===== src/rtl/reorder_buffer_if.sv =====
// Issue, writeback, operand-query and commit bundle of the reorder buffer.
// master = pipeline side driving requests, slave = the reorder buffer.
interface reorder_buffer_if #(
    parameter int ROB_WIDTH = 4
);
    logic                 issue;
    logic [1:0]           kind_issue;
    logic [4:0]           rd_issue;
    logic                 pred_taken_issue;
    logic [31:0]          alt_pc_issue;
    logic [ROB_WIDTH-1:0] issue_tag;
    logic                 full;

    logic [ROB_WIDTH-1:0] query_tag_1;
    logic [ROB_WIDTH-1:0] query_tag_2;
    logic                 query_ready_1;
    logic                 query_ready_2;
    logic [31:0]          query_value_1;
    logic [31:0]          query_value_2;

    logic                 done_alu_1;
    logic [31:0]          value_alu_1;
    logic [ROB_WIDTH-1:0] tag_alu_1;
    logic                 done_alu_2;
    logic [31:0]          value_alu_2;
    logic [ROB_WIDTH-1:0] tag_alu_2;
    logic                 done_lsb;
    logic [31:0]          value_lsb;
    logic [ROB_WIDTH-1:0] tag_lsb;

    logic                 done_commit;
    logic [31:0]          value_commit;
    logic [ROB_WIDTH-1:0] tag_commit;
    logic [4:0]           rd_commit;
    logic                 store_commit;
    logic [ROB_WIDTH-1:0] store_tag;
    logic                 clear_signal;
    logic [31:0]          redirect_pc;

    modport master (
        output issue, kind_issue, rd_issue, pred_taken_issue, alt_pc_issue,
        input  issue_tag, full,
        output query_tag_1, query_tag_2,
        input  query_ready_1, query_ready_2, query_value_1, query_value_2,
        output done_alu_1, value_alu_1, tag_alu_1,
        output done_alu_2, value_alu_2, tag_alu_2,
        output done_lsb, value_lsb, tag_lsb,
        input  done_commit, value_commit, tag_commit, rd_commit,
        input  store_commit, store_tag, clear_signal, redirect_pc
    );

    modport slave (
        input  issue, kind_issue, rd_issue, pred_taken_issue, alt_pc_issue,
        output issue_tag, full,
        input  query_tag_1, query_tag_2,
        output query_ready_1, query_ready_2, query_value_1, query_value_2,
        input  done_alu_1, value_alu_1, tag_alu_1,
        input  done_alu_2, value_alu_2, tag_alu_2,
        input  done_lsb, value_lsb, tag_lsb,
        output done_commit, value_commit, tag_commit, rd_commit,
        output store_commit, store_tag, clear_signal, redirect_pc
    );
endinterface


===== src/rtl/reorder_buffer.sv =====
// Circular in-order retirement queue with tag allocation, writeback capture and commit broadcast.
// Define ROB_BYPASS_EN to let operand queries see same-cycle writebacks.
module reorder_buffer #(
    parameter int ROB_WIDTH = 4,
    parameter int ROB_SIZE  = 2**ROB_WIDTH
) (
    input  logic              clk_in,
    input  logic              rst_in,
    input  logic              rdy_in,
    reorder_buffer_if.slave   rob
);
    typedef enum logic [1:0] {
        KIND_REG    = 2'b00,
        KIND_STORE  = 2'b01,
        KIND_BRANCH = 2'b10,
        KIND_REG_X  = 2'b11
    } kind_e;

    // Control state (reset)
    logic [ROB_SIZE-1:0]  busy_q, busy_d;
    logic [ROB_SIZE-1:0]  ready_q, ready_d;
    logic [ROB_WIDTH-1:0] head_q, head_d;
    logic [ROB_WIDTH-1:0] tail_q, tail_d;
    logic [ROB_WIDTH:0]   count_q, count_d;

    // Entry payload (no reset)
    kind_e                kind_q   [ROB_SIZE];
    logic [4:0]           rd_q     [ROB_SIZE];
    logic [31:0]          value_q  [ROB_SIZE];
    logic [31:0]          alt_pc_q [ROB_SIZE];
    logic [ROB_SIZE-1:0]  pred_q;

    // Registered outputs
    logic                 done_commit_q, done_commit_d;
    logic [31:0]          value_commit_q, value_commit_d;
    logic [ROB_WIDTH-1:0] tag_commit_q, tag_commit_d;
    logic [4:0]           rd_commit_q, rd_commit_d;
    logic                 store_commit_q, store_commit_d;
    logic [ROB_WIDTH-1:0] store_tag_q, store_tag_d;
    logic                 clear_q, clear_d;
    logic [31:0]          redirect_q, redirect_d;

    logic full;
    logic issue_acc;
    logic wb_acc_1, wb_acc_2, wb_acc_lsb;
    logic commit;
    logic mispredict;

    assign full       = (count_q == (ROB_WIDTH+1)'(ROB_SIZE));
    assign issue_acc  = rob.issue & ~full & ~clear_q;
    assign wb_acc_1   = rob.done_alu_1 & busy_q[rob.tag_alu_1] & ~clear_q;
    assign wb_acc_2   = rob.done_alu_2 & busy_q[rob.tag_alu_2] & ~clear_q;
    assign wb_acc_lsb = rob.done_lsb   & busy_q[rob.tag_lsb]   & ~clear_q;
    assign commit     = busy_q[head_q] & ready_q[head_q] & ~clear_q;
    assign mispredict = commit && (kind_q[head_q] == KIND_BRANCH)
                        && (value_q[head_q][0] != pred_q[head_q]);

    always_comb begin
        // NOTE: every next-state signal gets its hold value first so no path leaves it unassigned (no latch).
        busy_d         = busy_q;
        ready_d        = ready_q;
        head_d         = head_q;
        tail_d         = tail_q;
        count_d        = count_q;
        done_commit_d  = 1'b0;
        value_commit_d = value_commit_q;
        tag_commit_d   = tag_commit_q;
        rd_commit_d    = rd_commit_q;
        store_commit_d = 1'b0;
        store_tag_d    = store_tag_q;
        clear_d        = 1'b0;
        redirect_d     = redirect_q;

        if (mispredict) begin
            // Flush wins over any issue or writeback arriving on the same edge.
            busy_d     = '0;
            ready_d    = '0;
            head_d     = '0;
            tail_d     = '0;
            count_d    = '0;
            clear_d    = 1'b1;
            redirect_d = alt_pc_q[head_q];
        end else begin
            if (commit) begin
                busy_d[head_q] = 1'b0;
                head_d         = head_q + 1'b1;
                case (kind_q[head_q])
                    KIND_STORE: begin
                        store_commit_d = 1'b1;
                        store_tag_d    = head_q;
                    end
                    KIND_BRANCH: ;
                    default: begin
                        done_commit_d  = 1'b1;
                        value_commit_d = value_q[head_q];
                        tag_commit_d   = head_q;
                        rd_commit_d    = rd_q[head_q];
                    end
                endcase
            end
            if (wb_acc_1)   ready_d[rob.tag_alu_1] = 1'b1;
            if (wb_acc_2)   ready_d[rob.tag_alu_2] = 1'b1;
            if (wb_acc_lsb) ready_d[rob.tag_lsb]   = 1'b1;
            if (issue_acc) begin
                busy_d[tail_q]  = 1'b1;
                ready_d[tail_q] = 1'b0;
                tail_d          = tail_q + 1'b1;
            end
            case ({issue_acc, commit})
                2'b10:   count_d = count_q + 1'b1;
                2'b01:   count_d = count_q - 1'b1;
                default: count_d = count_q;
            endcase
        end
    end

    always_ff @(posedge clk_in) begin
        if (rst_in) begin
            busy_q         <= '0;
            ready_q        <= '0;
            head_q         <= '0;
            tail_q         <= '0;
            count_q        <= '0;
            done_commit_q  <= 1'b0;
            value_commit_q <= '0;
            tag_commit_q   <= '0;
            rd_commit_q    <= '0;
            store_commit_q <= 1'b0;
            store_tag_q    <= '0;
            clear_q        <= 1'b0;
            redirect_q     <= '0;
        end else if (rdy_in) begin
            busy_q         <= busy_d;
            ready_q        <= ready_d;
            head_q         <= head_d;
            tail_q         <= tail_d;
            count_q        <= count_d;
            done_commit_q  <= done_commit_d;
            value_commit_q <= value_commit_d;
            tag_commit_q   <= tag_commit_d;
            rd_commit_q    <= rd_commit_d;
            store_commit_q <= store_commit_d;
            store_tag_q    <= store_tag_d;
            clear_q        <= clear_d;
            redirect_q     <= redirect_d;
        end
    end

    // NOTE: payload storage is not reset; busy/ready gate every read, so stale contents are never observed.
    always_ff @(posedge clk_in) begin
        if (!rst_in && rdy_in && !mispredict) begin
            if (issue_acc) begin
                kind_q[tail_q]   <= kind_e'(rob.kind_issue);
                rd_q[tail_q]     <= rob.rd_issue;
                pred_q[tail_q]   <= rob.pred_taken_issue;
                alt_pc_q[tail_q] <= rob.alt_pc_issue;
            end
            if (wb_acc_1)   value_q[rob.tag_alu_1] <= rob.value_alu_1;
            if (wb_acc_2)   value_q[rob.tag_alu_2] <= rob.value_alu_2;
            if (wb_acc_lsb) value_q[rob.tag_lsb]   <= rob.value_lsb;
        end
    end

    logic [ROB_WIDTH-1:0] qry_tag   [2];
    logic [1:0]           qry_ready;
    logic [31:0]          qry_value [2];

    assign qry_tag[0] = rob.query_tag_1;
    assign qry_tag[1] = rob.query_tag_2;

    always_comb begin
        for (int i = 0; i < 2; i++) begin
            qry_ready[i] = busy_q[qry_tag[i]] & ready_q[qry_tag[i]];
            qry_value[i] = value_q[qry_tag[i]];
`ifdef ROB_BYPASS_EN
            if (busy_q[qry_tag[i]]) begin
                if (rob.done_alu_1 && rob.tag_alu_1 == qry_tag[i]) begin
                    qry_ready[i] = 1'b1;
                    qry_value[i] = rob.value_alu_1;
                end else if (rob.done_alu_2 && rob.tag_alu_2 == qry_tag[i]) begin
                    qry_ready[i] = 1'b1;
                    qry_value[i] = rob.value_alu_2;
                end else if (rob.done_lsb && rob.tag_lsb == qry_tag[i]) begin
                    qry_ready[i] = 1'b1;
                    qry_value[i] = rob.value_lsb;
                end
            end
`endif
        end
    end

    assign rob.issue_tag     = tail_q;
    assign rob.full          = full;
    assign rob.query_ready_1 = qry_ready[0];
    assign rob.query_ready_2 = qry_ready[1];
    assign rob.query_value_1 = qry_value[0];
    assign rob.query_value_2 = qry_value[1];
    assign rob.done_commit   = done_commit_q;
    assign rob.value_commit  = value_commit_q;
    assign rob.tag_commit    = tag_commit_q;
    assign rob.rd_commit     = rd_commit_q;
    assign rob.store_commit  = store_commit_q;
    assign rob.store_tag     = store_tag_q;
    assign rob.clear_signal  = clear_q;
    assign rob.redirect_pc   = redirect_q;
endmodule


===== src/flat_wrapper.sv =====
// flat-port wrapper written by rule: the top's interface ports become plain ports
module reorder_buffer_flat 
#(
    parameter int ROB_WIDTH = 4,
    parameter int ROB_SIZE  = 2**ROB_WIDTH
)
  (clk_in, rst_in, rdy_in, rob_issue, rob_kind_issue, rob_rd_issue, rob_pred_taken_issue, rob_alt_pc_issue, rob_issue_tag, rob_full, rob_query_tag_1, rob_query_tag_2, rob_query_ready_1, rob_query_ready_2, rob_query_value_1, rob_query_value_2, rob_done_alu_1, rob_value_alu_1, rob_tag_alu_1, rob_done_alu_2, rob_value_alu_2, rob_tag_alu_2, rob_done_lsb, rob_value_lsb, rob_tag_lsb, rob_done_commit, rob_value_commit, rob_tag_commit, rob_rd_commit, rob_store_commit, rob_store_tag, rob_clear_signal, rob_redirect_pc);
  reorder_buffer_if #(.ROB_WIDTH(ROB_WIDTH)) rob_i ();
  input  logic clk_in;
  input  logic rst_in;
  input  logic rdy_in;
  input wire logic [$bits(rob_i.issue)-1:0] rob_issue;
  input wire logic [$bits(rob_i.kind_issue)-1:0] rob_kind_issue;
  input wire logic [$bits(rob_i.rd_issue)-1:0] rob_rd_issue;
  input wire logic [$bits(rob_i.pred_taken_issue)-1:0] rob_pred_taken_issue;
  input wire logic [$bits(rob_i.alt_pc_issue)-1:0] rob_alt_pc_issue;
  output wire logic [$bits(rob_i.issue_tag)-1:0] rob_issue_tag;
  output wire logic [$bits(rob_i.full)-1:0] rob_full;
  input wire logic [$bits(rob_i.query_tag_1)-1:0] rob_query_tag_1;
  input wire logic [$bits(rob_i.query_tag_2)-1:0] rob_query_tag_2;
  output wire logic [$bits(rob_i.query_ready_1)-1:0] rob_query_ready_1;
  output wire logic [$bits(rob_i.query_ready_2)-1:0] rob_query_ready_2;
  output wire logic [$bits(rob_i.query_value_1)-1:0] rob_query_value_1;
  output wire logic [$bits(rob_i.query_value_2)-1:0] rob_query_value_2;
  input wire logic [$bits(rob_i.done_alu_1)-1:0] rob_done_alu_1;
  input wire logic [$bits(rob_i.value_alu_1)-1:0] rob_value_alu_1;
  input wire logic [$bits(rob_i.tag_alu_1)-1:0] rob_tag_alu_1;
  input wire logic [$bits(rob_i.done_alu_2)-1:0] rob_done_alu_2;
  input wire logic [$bits(rob_i.value_alu_2)-1:0] rob_value_alu_2;
  input wire logic [$bits(rob_i.tag_alu_2)-1:0] rob_tag_alu_2;
  input wire logic [$bits(rob_i.done_lsb)-1:0] rob_done_lsb;
  input wire logic [$bits(rob_i.value_lsb)-1:0] rob_value_lsb;
  input wire logic [$bits(rob_i.tag_lsb)-1:0] rob_tag_lsb;
  output wire logic [$bits(rob_i.done_commit)-1:0] rob_done_commit;
  output wire logic [$bits(rob_i.value_commit)-1:0] rob_value_commit;
  output wire logic [$bits(rob_i.tag_commit)-1:0] rob_tag_commit;
  output wire logic [$bits(rob_i.rd_commit)-1:0] rob_rd_commit;
  output wire logic [$bits(rob_i.store_commit)-1:0] rob_store_commit;
  output wire logic [$bits(rob_i.store_tag)-1:0] rob_store_tag;
  output wire logic [$bits(rob_i.clear_signal)-1:0] rob_clear_signal;
  output wire logic [$bits(rob_i.redirect_pc)-1:0] rob_redirect_pc;
  assign rob_i.issue = rob_issue;
  assign rob_i.kind_issue = rob_kind_issue;
  assign rob_i.rd_issue = rob_rd_issue;
  assign rob_i.pred_taken_issue = rob_pred_taken_issue;
  assign rob_i.alt_pc_issue = rob_alt_pc_issue;
  assign rob_issue_tag = rob_i.issue_tag;
  assign rob_full = rob_i.full;
  assign rob_i.query_tag_1 = rob_query_tag_1;
  assign rob_i.query_tag_2 = rob_query_tag_2;
  assign rob_query_ready_1 = rob_i.query_ready_1;
  assign rob_query_ready_2 = rob_i.query_ready_2;
  assign rob_query_value_1 = rob_i.query_value_1;
  assign rob_query_value_2 = rob_i.query_value_2;
  assign rob_i.done_alu_1 = rob_done_alu_1;
  assign rob_i.value_alu_1 = rob_value_alu_1;
  assign rob_i.tag_alu_1 = rob_tag_alu_1;
  assign rob_i.done_alu_2 = rob_done_alu_2;
  assign rob_i.value_alu_2 = rob_value_alu_2;
  assign rob_i.tag_alu_2 = rob_tag_alu_2;
  assign rob_i.done_lsb = rob_done_lsb;
  assign rob_i.value_lsb = rob_value_lsb;
  assign rob_i.tag_lsb = rob_tag_lsb;
  assign rob_done_commit = rob_i.done_commit;
  assign rob_value_commit = rob_i.value_commit;
  assign rob_tag_commit = rob_i.tag_commit;
  assign rob_rd_commit = rob_i.rd_commit;
  assign rob_store_commit = rob_i.store_commit;
  assign rob_store_tag = rob_i.store_tag;
  assign rob_clear_signal = rob_i.clear_signal;
  assign rob_redirect_pc = rob_i.redirect_pc;
  reorder_buffer #(.ROB_WIDTH(ROB_WIDTH), .ROB_SIZE(ROB_SIZE)) u_core (.clk_in(clk_in), .rst_in(rst_in), .rdy_in(rdy_in), .rob(rob_i));
endmodule

===== config.mk =====
export PLATFORM = sky130hd
export DESIGN_NAME = reorder_buffer_flat
export DESIGN_NICKNAME = d
export VERILOG_FILES = /design/src/rtl/reorder_buffer_if.sv /design/src/rtl/reorder_buffer.sv /design/src/flat_wrapper.sv
export SDC_FILE = /design/constraint.sdc
export NUM_CORES = 2
export LEC_CHECK = 0
export BUFFER_PORTS_ARGS = -buffer_cell sky130_fd_sc_hd__buf_2
export CORE_UTILIZATION = 40
export DETAILED_ROUTE_END_ITERATION = 10
export GPL_TIMING_DRIVEN = 0
export PLACE_DENSITY = 0.62
export SETUP_SLACK_MARGIN = 0.02
export SYNTH_ARGS = -nofsm -noshare
export SYNTH_HDL_FRONTEND = slang
export SYNTH_SLANG_ARGS = --single-unit

===== constraint.sdc =====
create_clock -name clk_in -period 22 [get_ports clk_in]
set_clock_uncertainty 0.1 [all_clocks]
set_input_delay 2.2 -clock clk_in [delete_from_list [all_inputs] [get_ports clk_in]]
set_output_delay 2.2 -clock clk_in [all_outputs]
set_load 0.02 [all_outputs]

==> flow_summary.toml <==
[status]
status = "complete, but fails checks"
violations = "max-capacitance violations, max-slew violations"

[cells_and_area]
final_common_cell = "edfxtp_1"
nets = 5437
synthToLayoutAreaGrowth_pct = 16.1
drive_gt1_frac = 0.288
mostFrequentLayoutCells = "edfxtp_1 (1152), mux4_2 (697), a21oi_1 (497)"
layout.cells.non_filler = 7623

[die]
fp-row-count = 151
die_height_um = 416
die_x_um = 416
initial_utilization = 0.404
core_area_um2 = 170000
die_area_um2 = 173000
io_pins = 314

[sta]
fmax_mhz = 115
maxSlewViolCount = 33
hold_viol = 0
post-route-period-util = 0.395
rsz0062_at_grt = "false"
setup_viol = 0
fin_crit_ns = 8.69
tightest_slew_ns = 1.57
slew_headroom = -0.0492
fin_setup_tns_ns = 0
holdWs_ns = 0.348

[drt]
drt_iter0_drc = 8973
dr.pass1.iters = 8
dr_total_vias = 51100
route.detailed.drc = 0
postRouteWirelength_mm = 280
ant_nets = 0
viasPerCell = 6.70
routedWlPerCell_um = 36.7

[logic_synthesis]
synth_cells = 4743
synthMuxAreaShare = 0.304
yosys_warnings = 0
synth_xor_xnor_area_share = 0.000893
yosysSeqAreaShare = 0.542
synth_compound_area_frac = 0.0561
synth_nets = 4920
synth_edf_count = 1152
synth_top_family_by_area = "multiplexers"
netlist.area_leader.share = 0.504
ys_types = 61
synth_area_um2 = 68600
synthAdderAreaFrac = 0.00255
async_flop_share = 0
synth_flop_cell = "edfxtp_1"
synth_top_cell_by_area = "edfxtp_1"
syn_avg_cell_area_um2 = 14.5
synthSimpleGateAreaFrac = 0.0640
synthTopCellsByArea = "edfxtp_1 (50%), mux4_2 (23%), mux2i_1 (5.3%), dfxtp_1 (3.8%), a21oi_1 (3.7%)"
synth_seq_cells = 1281

[power_and_ir_drop]
leakagePower_uw = 0.0271
power.density_nw_per_um2 = 69.5
ir_worst_vdd_uv = 80.1

[worst_hold_path]
hold_class = "register to register"
holdPathEnd = "u_core.rob.value_commit[17]"
hold_start = "u_core.rob.value_commit[17]"
min_delay_path_depth = 2

[worst_setup_path]
crit_type = "primary input to primary output"
cp.required_ns = 19.70
arrival_ns = 6.39
crit_slowest_cell = "clkbuf_1"
r2r-end = "u_core.alt_pc_q[11][26]"
crit_path_max_fanout = 10
start_kind = "primary input"
worstPathCellList = "clkbuf_1, clkbuf_1, clkbuf_1, nand3_1, o211ai_1, o211ai_1, o21ai_0, nor2_1, a21oi_1, buf_2"
r2r_cells = 18
endpoint_kind = "primary output"
path_common_cell = "clkbuf_1"
rrSetupSlack_ns = 15.18
max_stage_delay_ns = 1.10

[clock_tree]
clockBufferDepth = 3
clock_tree.root_cell = "clkbuf_16"
post_cts_resized = 0
htree_levels = 4
cts_tree = "done"
clock_latency_ns = 0.84
cts.clk_slew.worst_paths_ns = 0.05
cts_sinks = 1281
post_cts_buffers = 0
cts_buffers = 145
ctsHoldBuffers = 0

[grt]
grt_max_degree = 41
grt_overflow_total = 0
use_met1 = 0.398
grt_pass1_wl_mm = 381
antenna_found_initial = 65
grt_usage = 0.318
gr-usage-met2 = 0.476
met3_usage = 0.0983
grt_pass1_vias = 48800
grt_busiest_layer = "met2"

[placed_design]
dp.cells = 7329
gp_congestion = 0.981
port_buffers = 297
dp_hpwl_mm = 189

[flow_run]
maxCapViolCount = 3
## flip-flops by register name, indices dropped and copies added, names as in the netlist, named ones only
register / count
u_core.rob.rd_commit: 5
u_core.rob.store_tag: 4
u_core.rob.issue_tag: 4
u_core.pred_q: 16
u_core.kind_q: 32
u_core.ready_q: 16
u_core.count_q: 5
u_core.rob.tag_commit: 4
u_core.rob.done_commit: 1
u_core.rob.value_commit: 32
u_core.alt_pc_q: 512
u_core.rob.clear_signal: 1
u_core.value_q: 512
u_core.head_q: 4
u_core.rob.store_commit: 1
u_core.rd_q: 80
u_core.rob.redirect_pc: 32
u_core.busy_q: 16
## worst max-delay path: cells and delay by family
kind                   cells  cell delay, ns
AO/OA/AOI/OAI              4            1.10
AND/OR/NAND/NOR            2            0.23
buffers and inverters      4            2.82
## stage by stage
step	util	total power, µW	area [µm²]	setup WS (ns)
global route	0.469	5640	79700	13.39
finish	0.469	5540	79700	13.31
floorplan	-	2910	68600	15.12
detailed placement	0.440	3060	74700	13.62
global placement	0.429	3060	72900	9.87
CTS	0.469	5530	79600	13.62
## kinds of logic after synthesis
| logic type | count (synthesis) |
|---|---|
| AND/OR/NAND/NOR | 1041 |
| AO/OA/AOI/OAI | 698 |
| multiplexers | 1195 |
| flip-flops | 1281 |
| buffers and inverters | 507 |
| adder cells (fa/ha/maj) | 14 |
| XOR/XNOR | 7 |
## final cells by class
type                            instances  area [µm²]
Fill cell                           14900       90200
Sequential cell                      1281       37200
Multi-Input combinational cell       2955       29600
Clock buffer                          187        3880
Timing Repair Buffer                  370        3040
Tap cell                             2218        2780
Buffer                                487        2090
Clock inverter                         80         992
Inverter                               20        75.1
Antenna cell                           25        62.6
## power by group
group          total [µW]  leakage (µW)  internal (µW)  switching [µW]
clock network        2510       0.00236           1420            1090
registers            2650        0.0114           2650            1.93
logic                 371        0.0133            134             236
## routing by layer
| layer | part of all wire | vias up | wire (µm) |
|---|---|---|---|
| li1 | - | 19900 | - |
| met1 | 0.35 | 25800 | 98900 |
| met2 | 0.44 | 4236 | 124000 |
| met3 | 0.13 | 1092 | 35500 |
| met4 | 0.075 | 34 | 21000 |
| met5 | 0.00083 | - | 231 |
## worst max-delay path by stage
stage,to,cells past startpoint,from
floorplan,u_core.alt_pc_q[10][0],14,register
global placement,u_core.alt_pc_q[10][16],14,register
detailed placement,rob_query_ready_1,10,rob_query_tag_1[1]
CTS,rob_query_ready_1,10,rob_query_tag_1[1]
global route,rob_query_ready_1,10,rob_query_tag_1[1]
finish,rob_query_ready_1,10,rob_query_tag_1[1]
## cells in the mapped netlist (5+ instances only)
| master | n |
|---|---|
| o21ai_0 | 37 |
| a21oi_1 | 508 |
| edfxtp_1 | 1152 |
| a31oi_1 | 84 |
| nor2_1 | 504 |
| mux2i_1 | 365 |
| clkbuf_1 | 283 |
| o211ai_1 | 5 |
| nor3_1 | 11 |
| nor2b_1 | 12 |
| buf_6 | 11 |
| nand3_1 | 75 |
| a32oi_1 | 8 |
| and3_1 | 20 |
| buf_1 | 85 |
| dfxtp_1 | 129 |
| inv_1 | 15 |
| nand2_1 | 356 |
| nand4_1 | 7 |
| buf_2 | 101 |
| or3_1 | 6 |
| buf_4 | 6 |
| nand3_2 | 18 |
| mux2_1 | 61 |
| and2_1 | 6 |
| a22oi_1 | 10 |
| mux4_2 | 697 |
| ha_1 | 14 |
| nand3b_1 | 7 |
| mux2_2 | 72 |
| a32o_1 | 12 |
No activity file was read; power rests on OpenSTA's default activity.
